===== src/rtl/measure_block_mo.sv =====
// Passive Avalon-MM snooper: tracks in-flight read bursts in a circular FIFO and
// collects first-word latency statistics, throughput counters and error flags.
module measure_block_mo #(
  parameter int    AMM_BURST_W     = 11,
  parameter int    DATA_B_W        = 16,
  parameter int    MAX_OUTSTANDING = 4,
  parameter int    DELAY_W         = 16,
  parameter string ADDR_TYPE       = "BYTE"
) (
  input  logic                   clk_i,
  input  logic                   rst_i,
  input  logic                   read_i,
  input  logic                   write_i,
  input  logic                   waitrequest_i,
  input  logic                   readdatavalid_i,
  input  logic [AMM_BURST_W-1:0] burstcount_i,
  input  logic [DATA_B_W-1:0]    byteenable_i,
  input  logic                   test_start_i,
  output logic                   meas_busy_o,
  output logic                   err_ovf_o,
  output logic                   err_orphan_o,
  output logic [31:0]            wr_ticks_o,
  output logic [31:0]            wr_units_o,
  output logic [31:0]            rd_ticks_o,
  output logic [31:0]            rd_words_o,
  output logic [31:0]            rd_req_o,
  output logic [DELAY_W-1:0]     lat_min_o,
  output logic [DELAY_W-1:0]     lat_max_o,
  output logic [31:0]            lat_sum_o
);
  localparam int PTR_W     = $clog2(MAX_OUTSTANDING);
  localparam int OCC_W     = PTR_W + 1;
  localparam int PC_W      = $clog2(DATA_B_W + 1);
  localparam bit WORD_MODE = (ADDR_TYPE == "WORD");

  logic [PTR_W-1:0]       ld_ptr_q, act_ptr_q;
  logic [OCC_W-1:0]       occ_q, occ_d;
  logic                   err_ovf_q, err_orphan_q, freeze_q;
  logic                   first_vld_q, wr_pend_q;
  logic [DELAY_W-1:0]     first_lat_q, lat_min_q, lat_max_q;
  logic [PC_W-1:0]        wr_cnt_q, be_cnt;
  logic [31:0]            wr_ticks_q, wr_units_q, rd_ticks_q, rd_words_q, rd_req_q, lat_sum_q;

  logic [AMM_BURST_W-1:0] slot_words [MAX_OUTSTANDING];
  logic                   slot_seen  [MAX_OUTSTANDING];
  logic [DELAY_W-1:0]     slot_lat   [MAX_OUTSTANDING];

  logic                   rd_acc, wr_acc, trk_empty, trk_full;
  logic                   beat, orphan, pop, load, ovf, first_beat;
  logic [AMM_BURST_W-1:0] act_words, load_words;
  logic [DELAY_W-1:0]     act_lat, first_lat;

  function automatic logic [31:0] sat_add(input logic [31:0] a, input logic [31:0] b);
    logic [32:0] s;
    s = {1'b0, a} + {1'b0, b};
    return s[32] ? 32'hFFFF_FFFF : s[31:0];
  endfunction

  assign rd_acc     = read_i & ~waitrequest_i;
  assign wr_acc     = write_i & ~waitrequest_i;
  assign trk_empty  = (occ_q == '0);
  assign trk_full   = (occ_q == OCC_W'(MAX_OUTSTANDING));
  assign beat       = readdatavalid_i & ~trk_empty;
  assign orphan     = readdatavalid_i & trk_empty;
  assign act_words  = slot_words[act_ptr_q];
  assign act_lat    = slot_lat[act_ptr_q];
  assign pop        = beat & (act_words <= AMM_BURST_W'(1));
  // A full tracker can still take a command when the oldest slot drains this cycle.
  assign load       = rd_acc & (~trk_full | pop);
  assign ovf        = rd_acc & trk_full & ~pop;
  assign first_beat = beat & ~slot_seen[act_ptr_q];
  assign first_lat  = (act_lat == '1) ? act_lat : act_lat + DELAY_W'(1);
  assign load_words = (burstcount_i == '0) ? AMM_BURST_W'(1) : burstcount_i;

  always_comb begin
    occ_d = occ_q;
    if (load && !pop)
      occ_d = occ_q + OCC_W'(1);
    else if (pop && !load)
      occ_d = occ_q - OCC_W'(1);
  end

  always_comb begin
    be_cnt = '0;
    for (int i = 0; i < DATA_B_W; i++)
      be_cnt = be_cnt + PC_W'(byteenable_i[i]);
  end

  for (genvar gi = 0; gi < MAX_OUTSTANDING; gi++) begin : g_slot
    logic [AMM_BURST_W-1:0] words_q;
    logic                   seen_q;
    logic [DELAY_W-1:0]     lat_q;
    logic [PTR_W-1:0]       rel;
    logic                   occupied, load_here, beat_here;

    assign rel       = PTR_W'(gi) - act_ptr_q;
    assign occupied  = ({1'b0, rel} < occ_q);
    assign load_here = load && (ld_ptr_q == PTR_W'(gi));
    assign beat_here = beat && (act_ptr_q == PTR_W'(gi));

    // Loading wins over the drain of the same slot when a full tracker wraps.
    always_ff @(posedge clk_i or posedge rst_i) begin
      if (rst_i) begin
        words_q <= '0;
        seen_q  <= 1'b0;
        lat_q   <= '0;
      end else if (load_here) begin
        words_q <= load_words;
        seen_q  <= 1'b0;
        lat_q   <= '0;
      end else if (occupied) begin
        if (beat_here) begin
          words_q <= words_q - AMM_BURST_W'(1);
          seen_q  <= 1'b1;
        end
        if (!seen_q && lat_q != '1)
          lat_q <= lat_q + DELAY_W'(1);
      end
    end

    assign slot_words[gi] = words_q;
    assign slot_seen[gi]  = seen_q;
    assign slot_lat[gi]   = lat_q;
  end

  always_ff @(posedge clk_i or posedge rst_i) begin
    if (rst_i) begin
      ld_ptr_q     <= '0;
      act_ptr_q    <= '0;
      occ_q        <= '0;
      err_ovf_q    <= 1'b0;
      err_orphan_q <= 1'b0;
      freeze_q     <= 1'b0;
      first_vld_q  <= 1'b0;
      first_lat_q  <= '0;
      wr_pend_q    <= 1'b0;
      wr_cnt_q     <= '0;
      wr_ticks_q   <= '0;
      wr_units_q   <= '0;
      rd_ticks_q   <= '0;
      rd_words_q   <= '0;
      rd_req_q     <= '0;
      lat_min_q    <= '1;
      lat_max_q    <= '0;
      lat_sum_q    <= '0;
    end else begin
      ld_ptr_q    <= ld_ptr_q + PTR_W'(load);
      act_ptr_q   <= act_ptr_q + PTR_W'(pop);
      occ_q       <= occ_d;
      first_lat_q <= first_lat;
      wr_cnt_q    <= be_cnt;
      if (test_start_i) begin
        err_ovf_q    <= 1'b0;
        err_orphan_q <= 1'b0;
        freeze_q     <= 1'b0;
        first_vld_q  <= 1'b0;
        wr_pend_q    <= 1'b0;
        wr_ticks_q   <= '0;
        wr_units_q   <= '0;
        rd_ticks_q   <= '0;
        rd_words_q   <= '0;
        rd_req_q     <= '0;
        lat_min_q    <= '1;
        lat_max_q    <= '0;
        lat_sum_q    <= '0;
      end else begin
        first_vld_q <= first_beat;
        wr_pend_q   <= wr_acc && !WORD_MODE;
        if (write_i)   wr_ticks_q <= sat_add(wr_ticks_q, 32'd1);
        if (WORD_MODE) begin
          if (wr_acc)  wr_units_q <= sat_add(wr_units_q, 32'd1);
        end else if (wr_pend_q) begin
          wr_units_q <= sat_add(wr_units_q, 32'(wr_cnt_q));
        end
        if (!trk_empty)      rd_ticks_q <= sat_add(rd_ticks_q, 32'd1);
        if (readdatavalid_i) rd_words_q <= sat_add(rd_words_q, 32'd1);
        if (rd_acc)          rd_req_q   <= sat_add(rd_req_q, 32'd1);
        if (ovf) begin
          err_ovf_q <= 1'b1;
          freeze_q  <= 1'b1;
        end
        if (orphan) begin
          err_orphan_q <= 1'b1;
          freeze_q     <= 1'b1;
        end
        if (first_vld_q && !freeze_q) begin
          if (first_lat_q < lat_min_q) lat_min_q <= first_lat_q;
          if (first_lat_q > lat_max_q) lat_max_q <= first_lat_q;
          lat_sum_q <= sat_add(lat_sum_q, 32'(first_lat_q));
        end
      end
    end
  end

  assign meas_busy_o  = !trk_empty || wr_pend_q;
  assign err_ovf_o    = err_ovf_q;
  assign err_orphan_o = err_orphan_q;
  assign wr_ticks_o   = wr_ticks_q;
  assign wr_units_o   = wr_units_q;
  assign rd_ticks_o   = rd_ticks_q;
  assign rd_words_o   = rd_words_q;
  assign rd_req_o     = rd_req_q;
  assign lat_min_o    = lat_min_q;
  assign lat_max_o    = lat_max_q;
  assign lat_sum_o    = lat_sum_q;
endmodule


===== config.mk =====
export PLATFORM = sky130hd
export DESIGN_NAME = measure_block_mo
export DESIGN_NICKNAME = d
export VERILOG_FILES = /design/src/rtl/measure_block_mo.sv
export SDC_FILE = /design/constraint.sdc
export NUM_CORES = 1
export LEC_CHECK = 0
export ABC_AREA = 1
export BUFFER_PORTS_ARGS = -buffer_cell sky130_fd_sc_hd__buf_2
export CAP_MARGIN = 20
export CELL_PAD_IN_SITES_DETAIL_PLACEMENT = 0
export CELL_PAD_IN_SITES_GLOBAL_PLACEMENT = 1
export CORE_MARGIN = 2
export CORE_UTILIZATION = 43
export DETAILED_ROUTE_END_ITERATION = 10
export PLACE_DENSITY = 0.78
export REMOVE_ABC_BUFFERS = 1
export SETUP_SLACK_MARGIN = 0.3
export SLEW_MARGIN = 20
export SYNTH_ARGS = -nofsm -noshare
export SYNTH_HDL_FRONTEND = slang
export SYNTH_SLANG_ARGS = --single-unit
export TNS_END_PERCENT = 100

===== constraint.sdc =====
create_clock -name clk_i -period 12.4 [get_ports clk_i]
set_input_delay 1.24 -clock clk_i [delete_from_list [all_inputs] [get_ports clk_i]]
set_output_delay 1.24 -clock clk_i [all_outputs]
set_load 0.01 [all_outputs]

# Word-level counts from Yosys, hierarchy flattened
# Cells that the tools add are included.
[word_totals] reg_bits=369 word_cells=247 input_bits=34
[op_classes] bitwise=16 muxes=81 n_lt_le_gt_ge=8 eq_ne=13 reduce_logical=61 add_sub_neg=38
[op_table] op="$mux W32" count=18
[op_table] op="$mux W16" count=21
[op_table] op="$mux W11" count=15
[op_table] op="$add A32 B1 Y33 const B" count=4
[op_table] op="$add A16 B1 Y16 const B" count=5
[op_table] op="$ne A16 B16 Y1 const B" count=4
[op_table] op="$add A5 B1 Y5" count=11
[op_table] op="$reduce_bool A2 Y1" count=22
[op_table] op="$sub A11 B1 Y11 const B" count=4
[op_table] op="$add A32 B16 Y33" count=1
[op_table] op="$add A32 B5 Y33" count=1
[op_table] op="$bmux W16 S2" count=1
[op_table] op="$bmux W11 S2" count=1
[op_table] op="$mux W1" count=22
[op_table] op="$reduce_and A2 Y1" count=10
[op_table] op="$eq A16 B16 Y1 const B" count=1
[op_table] op="$gt A16 B16 Y1" count=1
[op_table] op="$lt A16 B16 Y1" count=1
[op_table] op="$logic_and A1 B1 Y1" count=15
[op_table] op="$lt A2 B3 Y1" count=4
[op_table] op="$le A11 B1 Y1 const B" count=1
[op_table] op="$logic_not A11 Y1" count=1
[op_table] op="$and A1 B1 Y1" count=9
[op_table] op="$eq A2 B2 Y1 const B" count=4
[op_table] op="other kinds (23)" count=40

# Depth between registers and ports, before layout
[logic_depth] ltp_word=15 ltp_mapped=19

# Worst setup path before layout
# No wires, ideal clock.
[synth_path] kind="in2reg" startpoint="input byteenable_i[0]" endpoint="register wr_cnt_q[2]" setup_ps=126 n_path_buf=0 path_slack_ps=8262 path_stages=9 arrival_time_ps=4012 cell_sequence="fa_1 > inv_1 > fa_1 > fa_1 > fa_1 > inv_1 > ha_1 > fa_1 > xor2_1"
[synth_via] elab_chain_cells=15
[synth_rtl] element="start, declared" line="17" rtl="input logic [DATA_B_W-1:0] byteenable_i,"
[synth_rtl] element="$add A1 B1 Y2" line="86" rtl="be_cnt = be_cnt + PC_W'(byteenable_i[i]);"
[synth_rtl] element="$add A2 B1 Y3" line="86"
[synth_rtl] element="$add A3 B1 Y4" line="86"
[synth_rtl] element="$add A4 B1 Y5" line="86"
[synth_rtl] element="$add A5 B1 Y5 (11 in a row)" line="86"
[synth_rtl] element="named net be_cnt[2]" line="41" rtl="logic [PC_W-1:0] wr_cnt_q, be_cnt;"
[synth_rtl] element="end signal, assigned" line="151" rtl="wr_cnt_q <= be_cnt;"
[synth_rtl] element="end, declared" line="41"
# The timed path passes the listed nets, and every way through them passes these cells.
# A chain may end at the register's enable or synchronous reset.

# Worst setup path after layout
[layout_path] startpoint="register act_ptr_q[0]" endpoint="register occ_q[2]"
[layout_via] elab_chain_cells=11
[layout_rtl] element="start, declared" line="36" rtl="logic [PTR_W-1:0] ld_ptr_q, act_ptr_q;"
[layout_rtl] element="start signal, assigned" line="148" rtl="act_ptr_q <= act_ptr_q + PTR_W'(pop);"
[layout_rtl] element="$not A2 Y3 (not written as such) *" line="65" rtl="assign act_words = slot_words[act_ptr_q];"
[layout_rtl] element="$bmux W11 S2 *" line="65"
[layout_rtl] element="$mux W11 (not written as such) * (2 in a row)" line="65"
[layout_rtl] element="$le A11 B1 Y1 *" line="67" rtl="assign pop = beat & (act_words <= AMM_BURST_W'(1));"
[layout_rtl] element="$and A1 B1 Y1 *" line="67"
[layout_rtl] element="$or A1 B1 Y1" line="69" rtl="assign load = rd_acc & (~trk_full | pop);"
[layout_rtl] element="$and A1 B1 Y1" line="69"
[layout_rtl] element="$logic_not A1 Y1" line="79" rtl="else if (pop && !load)"
[layout_rtl] element="$logic_and A1 B1 Y1" line="79"
[layout_rtl] element="$reduce_bool A2 Y1 (no line)"
[layout_rtl] element="end signal, assigned" line="130" rtl="occ_q <= '0;"
[layout_rtl] element="end signal, assigned" line="149" rtl="occ_q <= occ_d;"
[layout_rtl] element="end, declared" line="37" rtl="logic [OCC_W-1:0] occ_q, occ_d;"
# Every way passes the cells marked *; elsewhere a longest branch is shown, timed or not. The select of a mux whose other input is x is not followed.

==> results.yml <==
place:
  place_congestion: 0.872
  placed_cells: 4650
  place_hpwl_um: 54900
  port-buffer-count: 260
yosys:
  synth_top_flop_cell: "dfrtp_1"
  async_flop_share_pct: 100
  syn-cell-area_sq_um: 25400
  ys_ff_latch: 369
  synth-edff-count: 0
  synth_cells: 3696
  synthDistinctLibCells: 53
  yosysWarnings: 0
  avgSynthCellArea_sq_um: 6.87
  ys_seq_area_share_pct: 36.4
grt:
  grt_max_degree: 126
  antenna_found_initial: 0
  grt_pass1_wl_um: 124000
  track_usage_pct: 25.0
  grt_pass1_vias: 23300
  gr-total-overflow: 0
timing:
  layout_min_cycle_time_ps: 3820
  whs_ps: 506
  finalCritPeriodShare_pct: 30.8
  worst_pin_slew_ps: 1030
  slew_headroom_pct: 31.3
  clock.fmax_mhz: 262
  hold_violations: 0
  slew_viol_final: 0
  skew_ps: 29.6
  setup_viol: 0
  tns_ps: 0
  rsz0062_at_grt: "no"
die:
  core_area_sq_um: 58700
  die_area_sq_um: 61000
  initial_core_util_pct: 43.3
  fp.dieW_um: 247
  fp.dieH_um: 247
  io-pin-count: 261
  rows: 89
final_layout:
  layout_common_cells: "nand2_1 (1006), inv_1 (525), nand3_1 (419), dfrtp_1 (352), nor2_1 (292)"
  num_antenna_cells: 0
  nets: 4055
  drive_gt1_share_pct: 12.3
  syn2layout_area_growth_pct: 14.1
  fin_util_pct: 49.4
  final_common_cell: "nand2_1"
  final_cells: 4737
critical_path:
  critPathMostFrequentCell: "nand2_1"
  critical_path.max_fanout: 61
  cp-end-kind: "flop"
  critPathMaxStageDelay_ps: 580
  cp_data_arrival_time_ps: 4310
  critPathKind: "reg2reg"
  cp_cell_sequence: "buf_4 -> inv_1 -> nor3_1 -> nand2_1 -> nand2_1 -> nand2_1 -> nand2_1 -> nand2_2 -> nand2_4 -> nand2_1 -> inv_2 -> ha_1 -> inv_1 -> fa_1 -> nor2_1 -> nor2_1 -> nand2_1 -> xor2_1"
  cp_slowest_cell: "inv_1"
  r2r_start: "act_ptr_q[0]"
  startpoint: "act_ptr_q[0]"
  start_kind: "flop"
  critical_path_required_ps: 12900
power_and_ir_drop:
  clock_power_share_pct: 31.6
  leakagePower_nw: 14.8
  netSwitchingPower_mw: 1.81
  p_total_mw: 4.60
  cell_internal_pwr_mw: 2.79
  p_per_area_nw_per_um2: 159
  pwr-share-seq_pct: 35.0
  p_comb_share_pct: 33.4
  swShare_pct: 39.3
  ir_drop_mv: 0.115
status:
  outcome: "completed"
clock_network:
  clk_latency_ps: 600
  root_buffer: "clkbuf_16"
  clock_path_buffers: 3
  clk_pin_slew_ps: 60
  ctsResizeCount: 0
  post_cts_buffers: 0
  cts_hold_buf: 0
  cts_tree: "built"
  clock_sinks: 369
  numCtsBuffers: 48
  cts_htree_levels: 2
drt:
  drt-vias-per-instance: 5.18
  antenna_left: 0
  drtIter0Drc: 1524
  drt_first_pass_iters: 6
  wirelength_um: 75600
  vias: 24500
  drc: 0
  avgRoutedWirePerCell_um: 16.0
min_path:
  hold_start: "lat_min_o[0]"
  hold_path.class: "reg2reg"
run:
  maxCapViolCount: 0
logic make-up after synthesis:
group	synth area share, %
compound gates	9.74
xor+xnor	3.35
fa+ha+maj	5.02
buf+inv	9.94
flops	36.4
simple gates	35.5
worst max-delay path: cells and delay by family (launching register included):
| family | cells | cell delay (ps) |
|---|---|---|
| DFF | 1 | 330 |
| and+or+nand+nor | 11 | 1190 |
| buffers and inverters | 4 | 1450 |
| adders and majority gates | 2 | 590 |
| xor gates and xnor gates | 1 | 160 |
path summary, 6_finish.rpt:
path                                         end  slack [ps]  cells after the start
setup / recovery                        occ_q[2]        8580                     18
hold / removal                      lat_min_o[0]         510                      2
setup reg to reg                        occ_q[2]        8580                     18
hold reg to reg                     lat_min_o[0]         510                      2
max in group asynchronous  g_slot[2].words_q[10]        9470                      4
min in group asynchronous           lat_sum_o[3]         850                      2
cell usage after synthesis, types with 30 or more instances:
cell	instances	area share, %
dfrtp_1	353	35
nor4_1	30	0.74
inv_1	526	7.8
o21ai_0	284	5.6
or2_2	34	0.84
nand4_1	94	2.3
nor3_1	81	1.6
ha_1	81	4.0
nand3_1	419	8.3
nor2_1	296	4.4
clkbuf_1	44	0.65
nand2_1	1006	15
a21oi_1	93	1.8
xor2_1	71	2.4
buf_2	35	0.69
metal layers:
metal	global-route usage [%]	routed length (um)
met5	0	0
met4	6.50	1780
met3	3.16	2930
met2	41.7	35800
met1	34.2	35100
power groups by stage:
stage	Clock [mW]	Combinational [mW]	Sequential [mW]
2_1_floorplan	0	1.09	1.60
3_3_place_gp	0	1.53	1.63
3_5_place_dp	0	1.55	1.63
4_1_cts	1.49	1.55	1.61
5_1_grt	1.54	1.79	1.64
6_report	1.45	1.54	1.61
state kept, by name (all words and copies together), names as in the netlist:
name and count:
g_slot.seen_q 4, rd_req_o 32, freeze_q 1, g_slot.words_q 44, err_ovf_o 1, lat_max_o 16
rd_ticks_o 32, lat_sum_o 32, lat_min_o 16, ld_ptr_q 2, err_orphan_o 1, act_ptr_q 2
occ_q 3, g_slot.lat_q 64, first_vld_q 1, first_lat_q 16, wr_pend_q 1, wr_cnt_q 5
wr_units_o 32, rd_words_o 32, wr_ticks_o 32
area by class of cell:
type | instances | area [sq um]
Sequential cell | 369 | 9260
Multi-Input combinational cell | 2691 | 13600
Clock buffer | 63 | 1370
Tap cell | 773 | 967
Clock inverter | 24 | 273
Timing Repair Buffer | 280 | 1460
Fill cell | 6075 | 29700
Inverter | 537 | 2020
stage by stage:
step | cell area [sq um] | setup slack [ps]
final | 29000 | 8580
after global routing | 29000 | 8230
after CTS | 29000 | 8560
after detailed placement | 27300 | 8040
after global placement | 27300 | 8020
after floorplan | 24900 | 941
No activity file was read; power rests on OpenSTA's default activity.
